<file path="src/rtl/config_reg_loader.sv">
// SPI mode-0 write front end for the 4x16b configuration bank, oversampled on clk_i.
// Define CFG_LOADER_READBACK_EN to return register contents on MISO for read frames.
module config_reg_loader #(
    parameter int WR_PULSE = 2
) (
    input  logic        clk_i,
    input  logic        rst_n_i,
    input  logic        spi_sclk_i,
    input  logic        spi_cs_n_i,
    input  logic        spi_mosi_i,
    output logic        spi_miso_o,
    output logic        reg_wr_o,
    output logic [1:0]  reg_adr_o,
    output logic [15:0] reg_dat_o,
    input  logic [15:0] reg0_i,
    input  logic [15:0] reg1_i,
    input  logic [15:0] reg2_i,
    input  logic [15:0] reg3_i,
    output logic        busy_o,
    output logic        frame_err_o
);
    typedef enum logic [1:0] {IDLE, SETUP, STROBE, HOLD} state_t;

    localparam logic [2:0] SYNC_INIT   = 3'b010;  // {mosi, cs_n, sclk}
    localparam logic [3:0] STROBE_LAST = 4'(WR_PULSE - 1);
    localparam logic [4:0] BIT_FULL    = 5'd19;
    localparam logic [4:0] BIT_SAT     = 5'd20;

    logic [2:0] pin_raw;
    logic [2:0] sync_lvl;
    logic [2:0] sync_dly;

    assign pin_raw = {spi_mosi_i, spi_cs_n_i, spi_sclk_i};

    genvar gi;
    generate
        for (gi = 0; gi < 3; gi++) begin : g_sync
            logic meta_reg;
            logic lvl_reg;
            logic dly_reg;
            always_ff @(posedge clk_i or negedge rst_n_i) begin
                if (!rst_n_i) begin
                    meta_reg <= SYNC_INIT[gi];
                    lvl_reg  <= SYNC_INIT[gi];
                    dly_reg  <= SYNC_INIT[gi];
                end else begin
                    meta_reg <= pin_raw[gi];
                    lvl_reg  <= meta_reg;
                    dly_reg  <= lvl_reg;
                end
            end
            assign sync_lvl[gi] = lvl_reg;
            assign sync_dly[gi] = dly_reg;
        end
    endgenerate

    logic sclk_rise_reg, sclk_fall_reg, cs_fall_reg, cs_rise_reg;
    logic mosi_bit;

    // Edge pulses are registered, so sync_dly carries MOSI/CS levels aligned with them.
    always_ff @(posedge clk_i or negedge rst_n_i) begin
        if (!rst_n_i) begin
            sclk_rise_reg <= 1'b0;
            sclk_fall_reg <= 1'b0;
            cs_fall_reg   <= 1'b0;
            cs_rise_reg   <= 1'b0;
        end else begin
            sclk_rise_reg <= sync_lvl[0] & ~sync_dly[0];
            sclk_fall_reg <= ~sync_lvl[0] & sync_dly[0];
            cs_fall_reg   <= ~sync_lvl[1] & sync_dly[1];
            cs_rise_reg   <= sync_lvl[1] & ~sync_dly[1];
        end
    end

    assign mosi_bit = sync_dly[2];

    logic [1:0]  settle_cnt_reg;
    logic        armed_reg;
    logic        frame_active_reg;
    logic [4:0]  bit_cnt_reg;
    logic [18:0] shift_reg;
    logic        frame_err_reg;
    logic [1:0]  reg_adr_reg;
    logic [15:0] reg_dat_reg;
    logic        reg_wr_reg;
    logic        busy_reg;
    state_t      state_reg, state_next;
    logic [3:0]  str_cnt_reg, str_cnt_next;

    logic close_evt, frame_ok, wr_req, wr_accept, err_evt;

    assign close_evt = cs_rise_reg && frame_active_reg;
    assign frame_ok  = (bit_cnt_reg == BIT_FULL);
    assign wr_req    = close_evt && frame_ok && shift_reg[18];
    assign wr_accept = wr_req && (state_reg == IDLE);
    assign err_evt   = close_evt && (!frame_ok || (wr_req && state_reg != IDLE));

    // Arming waits until the sync chain holds real pin samples and CS has been seen high,
    // so a CS already low at reset release never opens a frame.
    always_ff @(posedge clk_i or negedge rst_n_i) begin
        if (!rst_n_i) begin
            settle_cnt_reg   <= 2'd0;
            armed_reg        <= 1'b0;
            frame_active_reg <= 1'b0;
            bit_cnt_reg      <= 5'd0;
            shift_reg        <= 19'd0;
            frame_err_reg    <= 1'b0;
            reg_adr_reg      <= 2'd0;
            reg_dat_reg      <= 16'd0;
        end else begin
            frame_err_reg <= err_evt;
            if (settle_cnt_reg != 2'd3) begin
                settle_cnt_reg <= settle_cnt_reg + 2'd1;
            end else if (sync_dly[1]) begin
                armed_reg <= 1'b1;
            end
            if (cs_fall_reg && armed_reg) begin
                frame_active_reg <= 1'b1;
                bit_cnt_reg      <= 5'd0;
                shift_reg        <= 19'd0;
            end else if (cs_rise_reg) begin
                frame_active_reg <= 1'b0;
            end else if (sclk_rise_reg && frame_active_reg) begin
                shift_reg <= {shift_reg[17:0], mosi_bit};
                if (bit_cnt_reg != BIT_SAT) begin
                    bit_cnt_reg <= bit_cnt_reg + 5'd1;
                end
            end
            if (wr_accept) begin
                reg_adr_reg <= shift_reg[17:16];
                reg_dat_reg <= shift_reg[15:0];
            end
        end
    end

    always_comb begin
        state_next   = state_reg;
        str_cnt_next = 4'd0;
        case (state_reg)
            IDLE:   if (wr_accept) state_next = SETUP;
            SETUP:  state_next = STROBE;
            STROBE: begin
                if (str_cnt_reg == STROBE_LAST) begin
                    state_next = HOLD;
                end else begin
                    str_cnt_next = str_cnt_reg + 4'd1;
                end
            end
            HOLD:   state_next = IDLE;
            default: state_next = IDLE;
        endcase
    end

    // Strobe and busy are registered from the next state so they are glitch-free flop outputs.
    always_ff @(posedge clk_i or negedge rst_n_i) begin
        if (!rst_n_i) begin
            state_reg   <= IDLE;
            str_cnt_reg <= 4'd0;
            reg_wr_reg  <= 1'b0;
            busy_reg    <= 1'b0;
        end else begin
            state_reg   <= state_next;
            str_cnt_reg <= str_cnt_next;
            reg_wr_reg  <= (state_next == STROBE);
            busy_reg    <= (state_next != IDLE);
        end
    end

    assign reg_wr_o    = reg_wr_reg;
    assign reg_adr_o   = reg_adr_reg;
    assign reg_dat_o   = reg_dat_reg;
    assign busy_o      = busy_reg;
    assign frame_err_o = frame_err_reg;

`ifdef CFG_LOADER_READBACK_EN
    logic [15:0] shadow_reg;
    logic        rd_active_reg;
    logic        miso_reg;
    logic [15:0] reg_sel;
    logic [1:0]  rd_adr;
    logic        rd_load;

    // Third rising edge: shift_reg holds {rw, adr[1]} and mosi_bit is adr[0].
    assign rd_adr  = {shift_reg[0], mosi_bit};
    assign rd_load = sclk_rise_reg && frame_active_reg && (bit_cnt_reg == 5'd2) && !shift_reg[1];

    always_comb begin
        reg_sel = reg0_i;
        case (rd_adr)
            2'd1:    reg_sel = reg1_i;
            2'd2:    reg_sel = reg2_i;
            2'd3:    reg_sel = reg3_i;
            default: reg_sel = reg0_i;
        endcase
    end

    always_ff @(posedge clk_i or negedge rst_n_i) begin
        if (!rst_n_i) begin
            shadow_reg    <= 16'd0;
            rd_active_reg <= 1'b0;
            miso_reg      <= 1'b0;
        end else if (!frame_active_reg || cs_rise_reg) begin
            rd_active_reg <= 1'b0;
            miso_reg      <= 1'b0;
        end else if (rd_load) begin
            shadow_reg    <= reg_sel;
            rd_active_reg <= 1'b1;
        end else if (sclk_fall_reg && rd_active_reg) begin
            miso_reg   <= shadow_reg[15];
            shadow_reg <= {shadow_reg[14:0], 1'b0};
        end
    end

    assign spi_miso_o = miso_reg;
`else
    logic unused_readback;
    assign unused_readback = ^{reg0_i, reg1_i, reg2_i, reg3_i, sclk_fall_reg};
    assign spi_miso_o      = 1'b0;
`endif

endmodule
</file>
<file path="config.mk">
export PLATFORM = sky130hd
export DESIGN_NAME = config_reg_loader
export DESIGN_NICKNAME = d
export VERILOG_FILES = /design/src/rtl/config_reg_loader.sv
export SDC_FILE = /design/constraint.sdc
export NUM_CORES = 1
export LEC_CHECK = 0
export CAP_MARGIN = 20
export CORE_MARGIN = 3
export CORE_UTILIZATION = 49
export DETAILED_ROUTE_END_ITERATION = 12
export PLACE_DENSITY = 0.95
export SLEW_MARGIN = 10
export SYNTH_ARGS = -nofsm -noshare
export SYNTH_HDL_FRONTEND = slang
export SYNTH_SLANG_ARGS = --single-unit
</file>
<file path="constraint.sdc">
create_clock -name clk_i -period 4.6 [get_ports clk_i]
set_clock_uncertainty 0.15 [all_clocks]
set_input_delay 0.92 -clock clk_i [delete_from_list [all_inputs] [get_ports clk_i]]
set_output_delay 0.92 -clock clk_i [all_outputs]
set_load 0.1 [all_outputs]
</file>
==> metrics.txt, run 1 <==
# TYPE chip_impl_metric gauge
chip_impl_metric{name="gr-total-overflow",unit=""} 0
chip_impl_info{name="r2r_start",value="bit_cnt_reg[0]"} 1
chip_impl_metric{name="fin_setup_tns",unit="ns"} 0
chip_impl_info{name="timing.critical_path.cells",value="clkdlybuf4s50_1"} 1
chip_impl_metric{name="setup-violations-final",unit=""} 0
chip_impl_metric{name="dp.final_hpwl",unit="mm"} 2.913
chip_impl_metric{name="design.core.area",unit="mm^2"} 0.005270
chip_impl_metric{name="synth.net_count",unit=""} 300
chip_impl_metric{name="cts-root-to-sink-buffers",unit=""} 2
chip_impl_info{name="synth_area_leader_cell",value="dfrtp_1"} 1
chip_impl_metric{name="slowest_stage_delay_on_critical_path",unit="ns"} 1.15
chip_impl_metric{name="first_pass_grt_wire_length",unit="mm"} 7.914
chip_impl_metric{name="cts_made_buffers",unit=""} 9
chip_impl_metric{name="finalWeightedCongestion",unit=""} 0.8564
chip_impl_metric{name="tightest_slew",unit="ns"} 0.9899
chip_impl_metric{name="timing.critical_path.arrival",unit="ns"} 1.87
chip_impl_metric{name="number_of_antenna_violations_at_the_first_check_in_global_routing",unit=""} 0
chip_impl_metric{name="fp.dieH",unit="um"} 80.87
chip_impl_metric{name="top_level_ports",unit=""} 91
chip_impl_info{name="critical_path.slowest_cell",value="clkdlybuf4s50_1"} 1
chip_impl_metric{name="synthCells",unit=""} 223
chip_impl_metric{name="htreeDepth",unit=""} 3
chip_impl_info{name="clockRootBuffer",value="clkbuf_8"} 1
chip_impl_metric{name="regToRegSetupSlack",unit="ns"} 2.57
chip_impl_info{name="cp-start-kind",value="flop"} 1
chip_impl_metric{name="clk_latency",unit="ns"} 0.34
chip_impl_metric{name="die_x",unit="um"} 80.87
chip_impl_metric{name="ctsHoldBuffers",unit=""} 0
chip_impl_info{name="worstHoldEndpoint",value="g_sync[2].dly_reg"} 1
chip_impl_info{name="setup.worst_path.class",value="flop to output pin"} 1
chip_impl_metric{name="placement_rows",unit=""} 26
chip_impl_metric{name="design.die.area",unit="mm^2"} 0.006539
chip_impl_metric{name="holdPathStages",unit=""} 0
chip_impl_metric{name="detail_route.wirelength",unit="mm"} 4.498
chip_impl_metric{name="depth_of_the_critical_timing_path_with_buffers_and_inverters_included",unit=""} 1
chip_impl_metric{name="cell_area_after_synthesis",unit="mm^2"} 0.002746
chip_impl_metric{name="first_global_vias",unit=""} 1782
chip_impl_metric{name="route.vias.total",unit=""} 1712
chip_impl_metric{name="placed_cells",unit=""} 309
chip_impl_metric{name="clock_pin_slew_worst_setup_and_hold_paths",unit="ns"} 0.07
chip_impl_info{name="ff_to_ff_end",value="reg_dat_o[0]"} 1
chip_impl_info{name="largest_cells_by_area_after_synthesis",value="dfrtp_1 (58%), mux2_4 (9.3%), nand2_1 (5.6%)"} 1
chip_impl_metric{name="hold_viol",unit=""} 0
chip_impl_metric{name="antenna_cells",unit=""} 0
chip_impl_metric{name="critPathMaxFanout",unit=""} 2
chip_impl_info{name="run_status",value="finished clean"} 1
chip_impl_metric{name="max_freq",unit="MHz"} 340.5
chip_impl_info{name="cp-startpoint",value="reg_dat_o[7]"} 1
chip_impl_metric{name="slew_violations",unit=""} 0
chip_impl_metric{name="layout.filler_cells",unit=""} 417
chip_impl_metric{name="worstRegToRegCells",unit=""} 4
chip_impl_metric{name="design.final.nets",unit=""} 327
chip_impl_metric{name="powerDensity",unit="mW/mm^2"} 336.6
chip_impl_info{name="timing.hold.worst.class",value="flop to flop"} 1
chip_impl_info{name="tritoncts_clock_tree",value="done"} 1
chip_impl_metric{name="layout.cells.non_filler",unit=""} 325
chip_impl_metric{name="largest_net_degree_at_the_start_of_global_routing",unit=""} 42
chip_impl_metric{name="ys_seq_elements",unit=""} 67
chip_impl_metric{name="wire_per_inst",unit="um"} 13.84
chip_impl_metric{name="drt.antenna.violating_nets",unit=""} 0
chip_impl_metric{name="power_leakage",unit="nW"} 1.446
chip_impl_metric{name="drc",unit=""} 0
chip_impl_metric{name="area_fraction_of_the_dominant_cell_type_after_synthesis",unit="%"} 58.31
chip_impl_metric{name="fin_crit",unit="ns"} 2.937
chip_impl_metric{name="grtUsageTotal",unit="%"} 16.10
chip_impl_info{name="critical_path.top_delay_family",value="buffers and inverters"} 1
chip_impl_metric{name="final_cell_area",unit="mm^2"} 0.003201
chip_impl_metric{name="clock_sinks",unit=""} 67
chip_impl_metric{name="ir_worst_vdd",unit="V"} 0.0002925
chip_impl_metric{name="initial_utilization",unit="%"} 52.11
chip_impl_info{name="setup.worst_path.end_class",value="output pin"} 1
chip_impl_metric{name="placement.io_buffers",unit=""} 25
chip_impl_metric{name="avgSynthCellArea",unit="um^2"} 12.32
chip_impl_metric{name="crit_buf_inv",unit=""} 1
chip_impl_info{name="hold_path_startpoint",value="g_sync[2].lvl_reg"} 1
chip_impl_metric{name="timing.max_slew.rel_slack",unit="%"} 33.80
chip_impl_metric{name="cp.required",unit="ns"} 3.53
chip_impl_metric{name="yosysSeqAreaShare",unit="%"} 61.18
chip_impl_metric{name="post-cts-setup-buffer-count",unit=""} 0
chip_impl_metric{name="placement.cell_area",unit="mm^2"} 0.003028
chip_impl_info{name="grt_setup_unrepaired",value="false"} 1
chip_impl_metric{name="drv_cap",unit=""} 0
chip_impl_metric{name="synth_cell_types",unit=""} 37
chip_impl_metric{name="post-route-period-util",unit="%"} 63.85
chip_impl_metric{name="route.detailed.vias_per_inst",unit=""} 5.268
chip_impl_metric{name="drt_iter0_markers",unit=""} 91
chip_impl_metric{name="synth.yosys.warnings",unit=""} 0
chip_impl_metric{name="area.growth.synth_to_final",unit="%"} 16.54
chip_impl_metric{name="post_cts.resized_instances",unit=""} 0
chip_impl_metric{name="largest_register_ff_count",unit=""} 19
chip_impl_metric{name="drt-pass1-iter-count",unit=""} 4
chip_impl_metric{name="share_of_cells_above_drive_strength_1",unit="%"} 15.29
## report_power, final
part / internal, mW / switching [mW] / total [mW]
combinational: 0.0107 / 0.0340 / 0.0446
clock: 0.224 / 0.201 / 0.425
sequential: 0.601 / 0.00707 / 0.608
## cell families after synthesis
family | share of synthesized area [%]
simple gates | 13.71
flops | 61.18
buf+inv | 3.098
fa+ha+maj | 3.645
mux | 10.11
other cells | 0.1365
compound gates | 7.472
xor+xnor | 0.6379
## placed cells by master, fill, tap and decap left out, types with 2 or more instances in the layout
master           count
inv_1                7
mux2_4              17
clkdlybuf4s50_1     24
nand3_1              4
nor2_1               4
clkbuf_1             3
nor3b_1              2
nand2_1             41
dfrtp_1             64
dfstp_2              3
xnor2_1              2
clkbuf_8            11
ha_1                 8
and2_1               3
nor2b_1              7
a21oi_1             23
a2bb2oi_1            2
mux2_2               2
clkinv_2             2
o21ai_0              5
nand2b_1             3
## routing by layer
metal / GRT usage (%) / wire [um] / up-vias
met5: 0 / 0 / -
met4: 7.432 / 75 / 0
met3: 6.652 / 250 / 10
met2: 25.37 / 2236 / 43
met1: 19.26 / 1936 / 857
li1: - / - / 802
## stage by stage
step           power (mW)  worst slack [ns]  utilization (%)  hold slack (ns)
2_1_floorplan      0.6434             2.632                -           0.1812
3_3_place_gp       0.6609             2.061            57.45           0.1817
3_5_place_dp       0.6636             2.031            57.45           0.1912
4_1_cts             1.093             1.642            60.73           0.2085
5_1_grt             1.132             1.622            60.73           0.2153
6_report            1.077             1.663            60.73           0.2048
## worst register-to-register path: stages, from the launching register on
cell	delay [ns]
dfrtp_1	0.39
ha_1	0.25
and4bb_1	0.25
and4_4	0.50
mux2_2	0.39
## synth_stat cells
master	count
nand4_1	1
buf_2	2
a311oi_1	1
or4_1	1
nor2_1	4
a21o_1	1
xnor2_1	2
inv_1	7
nand2_1	41
a21boi_0	1
nand4b_1	1
a2bb2oi_1	2
and4bb_1	1
dfstp_2	3
nand3b_4	1
a21oi_1	23
nand3_1	4
ha_1	8
and2_1	3
nor2b_1	7
o21a_1	1
dfrtp_1	64
buf_6	2
buf_4	1
o21ai_0	5
and4b_1	1
clkbuf_1	5
and4_4	1
conb_1	1
o31ai_1	1
and3b_1	1
mux2_2	2
nor3b_1	2
o2bb2ai_1	1
nand2b_1	3
mux2_4	17
or3_1	1
## worst max-delay path by stage
| stage | endpoint | slack (ns) |
|---|---|---|
| 3_5_place_dp | reg_dat_o[7] | 2.03 |
| 4_1_cts | reg_dat_o[7] | 1.64 |
| 3_3_place_gp | reg_adr_o[0] | 2.06 |
| 2_1_floorplan | reg_adr_o[0] | 2.63 |
| 5_1_grt | reg_dat_o[7] | 1.62 |
| 6_report | reg_dat_o[7] | 1.66 |
## area by class of cell
type | count | area [um^2] | area share [%]
Inverter | 7 | 26.28 | 0.8210
Timing Repair Buffer | 26 | 252.7 | 7.897
Multi-Input combinational cell | 139 | 980.9 | 30.65
Clock buffer | 14 | 162.7 | 5.082
Sequential cell | 67 | 1680 | 52.50
Clock inverter | 2 | 10.01 | 0.3127
Tap cell | 70 | 87.58 | 2.737
(Power assumes the default switching activity.)
==> run 2, diff against run 1 <==
--- a/config.mk
+++ b/config.mk
@@ -7,9 +7,9 @@
 export LEC_CHECK = 0
 export CAP_MARGIN = 20
 export CORE_MARGIN = 3
-export CORE_UTILIZATION = 49
+export CORE_UTILIZATION = 45
 export DETAILED_ROUTE_END_ITERATION = 12
-export PLACE_DENSITY = 0.95
+export PLACE_DENSITY = 0.89
 export SLEW_MARGIN = 10
 export SYNTH_ARGS = -nofsm -noshare
 export SYNTH_HDL_FRONTEND = slang
==> constraint.sdc (replaced) <==
create_clock -name clk_i -period 3.1 [get_ports clk_i]
set_clock_uncertainty 0.15 [all_clocks]
set_input_delay 0.62 -clock clk_i [delete_from_list [all_inputs] [get_ports clk_i]]
set_output_delay 0.62 -clock clk_i [all_outputs]
set_load 0.1 [all_outputs]
==> run 2 against run 1 <==
Net effect: power is 55% higher; global-route usage decreased by 1.2 points; sequential share of layout area is 0.46 points higher; die area increased by 8.2%; sequential power up 48%; largest cell class unchanged.
==> metrics.txt, run 2 (synthesis gave the netlist of run 1 again) <==
# TYPE chip_impl_metric gauge
chip_impl_metric{name="first_global_vias",unit=""} 1705
chip_impl_metric{name="detail_route.wirelength",unit="mm"} 4.614
chip_impl_metric{name="finalWeightedCongestion",unit=""} 0.8404
chip_impl_info{name="setup.worst_path.end_class",value="flop"} 1
chip_impl_metric{name="placement_rows",unit=""} 27
chip_impl_metric{name="drv_cap",unit=""} 0
chip_impl_metric{name="holdPathStages",unit=""} 0
chip_impl_metric{name="setup-violations-final",unit=""} 0
chip_impl_metric{name="regToRegSetupSlack",unit="ns"} 1.10
chip_impl_metric{name="slew_violations",unit=""} 0
chip_impl_metric{name="fin_crit",unit="ns"} 1.996
chip_impl_metric{name="placed_cells",unit=""} 312
chip_impl_info{name="grt_setup_unrepaired",value="false"} 1
chip_impl_metric{name="slowest_stage_delay_on_critical_path",unit="ns"} 0.50
chip_impl_metric{name="drt_iter0_markers",unit=""} 96
chip_impl_metric{name="top_level_ports",unit=""} 91
chip_impl_metric{name="drt.antenna.violating_nets",unit=""} 0
chip_impl_info{name="critical_path.slowest_cell",value="and4_4"} 1
chip_impl_info{name="timing.critical_path.cells",value="ha_1 -> and4bb_1 -> and4_4 -> mux2_2"} 1
chip_impl_metric{name="hold_slack",unit="ns"} 0.1995
chip_impl_metric{name="critPathMaxFanout",unit=""} 21
chip_impl_metric{name="share_of_cells_above_drive_strength_1",unit="%"} 23.44
chip_impl_metric{name="die_x",unit="um"} 84.12
chip_impl_metric{name="ir_worst_vdd",unit="V"} 0.0003652
chip_impl_info{name="setup.worst_path.class",value="flop to flop"} 1
chip_impl_metric{name="design.die.area",unit="mm^2"} 0.007076
chip_impl_metric{name="worstRegToRegCells",unit=""} 4
chip_impl_metric{name="timing.critical_path.arrival",unit="ns"} 2.07
chip_impl_metric{name="tightest_slew",unit="ns"} 0.8841
chip_impl_metric{name="fin_setup_tns",unit="ns"} 0
chip_impl_metric{name="hold_viol",unit=""} 0
chip_impl_metric{name="cts-root-to-sink-buffers",unit=""} 2
chip_impl_metric{name="depth_of_the_critical_timing_path_with_buffers_and_inverters_included",unit=""} 4
chip_impl_metric{name="number_of_antenna_violations_at_the_first_check_in_global_routing",unit=""} 0
chip_impl_metric{name="cp.required",unit="ns"} 3.17
chip_impl_info{name="timing.hold.worst.class",value="flop to flop"} 1
chip_impl_metric{name="drc",unit=""} 0
chip_impl_metric{name="powerDensity",unit="mW/mm^2"} 525.9
chip_impl_metric{name="layout.cells.non_filler",unit=""} 328
chip_impl_metric{name="drt-pass1-iter-count",unit=""} 4
chip_impl_metric{name="post_cts.resized_instances",unit=""} 0
chip_impl_metric{name="clock_pin_slew_worst_setup_and_hold_paths",unit="ns"} 0.06
chip_impl_info{name="clockRootBuffer",value="clkbuf_8"} 1
chip_impl_metric{name="max_freq",unit="MHz"} 501.0
chip_impl_info{name="critical_path.top_delay_family",value="simple AND/OR/NAND/NOR gates"} 1
chip_impl_metric{name="dp.final_hpwl",unit="mm"} 2.962
chip_impl_metric{name="htreeDepth",unit=""} 3
chip_impl_metric{name="design.final.nets",unit=""} 328
chip_impl_metric{name="ctsHoldBuffers",unit=""} 0
chip_impl_info{name="run_status",value="finished clean"} 1
chip_impl_metric{name="first_pass_grt_wire_length",unit="mm"} 8.114
chip_impl_metric{name="timing.max_slew.rel_slack",unit="%"} 41.06
chip_impl_info{name="layout.cells.most_common_list",value="dfrtp_1 (64), nand2_1 (41), a21oi_1 (23), buf_4 (23), mux2_4 (17)"} 1
chip_impl_metric{name="route.detailed.vias_per_inst",unit=""} 5.143
chip_impl_metric{name="total_power",unit="mW"} 1.669
chip_impl_metric{name="fp.dieH",unit="um"} 84.12
chip_impl_metric{name="wire_per_inst",unit="um"} 14.07
chip_impl_metric{name="largest_register_ff_count",unit=""} 19
chip_impl_metric{name="cts_made_buffers",unit=""} 9
chip_impl_info{name="tritoncts_clock_tree",value="done"} 1
chip_impl_metric{name="crit_buf_inv",unit=""} 0
chip_impl_metric{name="largest_net_degree_at_the_start_of_global_routing",unit=""} 37
chip_impl_metric{name="design.core.area",unit="mm^2"} 0.005709
chip_impl_metric{name="antenna_cells",unit=""} 0
chip_impl_metric{name="route.vias.total",unit=""} 1687
chip_impl_metric{name="placement.io_buffers",unit=""} 25
chip_impl_metric{name="final_cell_area",unit="mm^2"} 0.003173
chip_impl_metric{name="placement.cell_area",unit="mm^2"} 0.002985
chip_impl_metric{name="grtUsageTotal",unit="%"} 14.92
chip_impl_metric{name="gr-total-overflow",unit=""} 0
chip_impl_metric{name="initial_utilization",unit="%"} 48.10
chip_impl_metric{name="clk_latency",unit="ns"} 0.34
chip_impl_metric{name="post-cts-setup-buffer-count",unit=""} 0
chip_impl_info{name="layout.cells.most_common",value="dfrtp_1"} 1
chip_impl_metric{name="power_leakage",unit="nW"} 1.499
chip_impl_metric{name="clock_sinks",unit=""} 67
chip_impl_metric{name="post-route-period-util",unit="%"} 64.39
chip_impl_metric{name="area.growth.synth_to_final",unit="%"} 15.54
chip_impl_info{name="cp-start-kind",value="flop"} 1
run 2: final timing paths:
check | end | startpoint
max in group asynchronous | g_sync[1].lvl_reg | rst_n_i
min in group asynchronous | reg_dat_o[3] | rst_n_i
worst min register to register | g_sync[0].lvl_reg | g_sync[0].meta_reg
worst min-delay path | g_sync[0].lvl_reg | g_sync[0].meta_reg
worst max-delay path | reg_dat_o[0] | bit_cnt_reg[0]
worst max register to register | reg_dat_o[0] | bit_cnt_reg[0]
run 2: worst register-to-register path, delay by kind of cell, from the launching register on:
family / cells / cell delay (ns)
fa+ha+maj: 1 / 0.23
flops: 1 / 0.38
simple gates: 2 / 0.74
mux: 1 / 0.39
run 2: cell type report:
cell class / instances / area (um^2)
clock buffer: 14 / 152.6
clock inverter: 2 / 35.03
fill: 475 / 2536
inverter: 7 / 26.28
multi-input combinational: 139 / 980.9
sequential: 67 / 1680
tap: 72 / 90.09
timing repair buffer: 27 / 207.7
run 2: power by group:
group	switching (mW)	internal, mW	total [mW]
Combinational	0.0509	0.0165	0.0673
Sequential	0.0102	0.891	0.901
Clock	0.306	0.394	0.700
Total	0.367	1.30	1.67
run 2: per-stage QoR:
step                      worst slack, ns  util (%)
after global placement              1.143     52.29
after detailed placement            1.108     52.29
after global routing                1.016     55.58
after floorplan                     1.365         -
after CTS                           1.090     55.58
final                               1.104     55.58
run 2: per-layer routing:
metal | GRT usage (%) | routed length (um)
met3 | 7.601 | 246
met2 | 21.95 | 2142
met4 | 5.702 | 88
met1 | 18.82 | 2136
met5 | 0 | 0
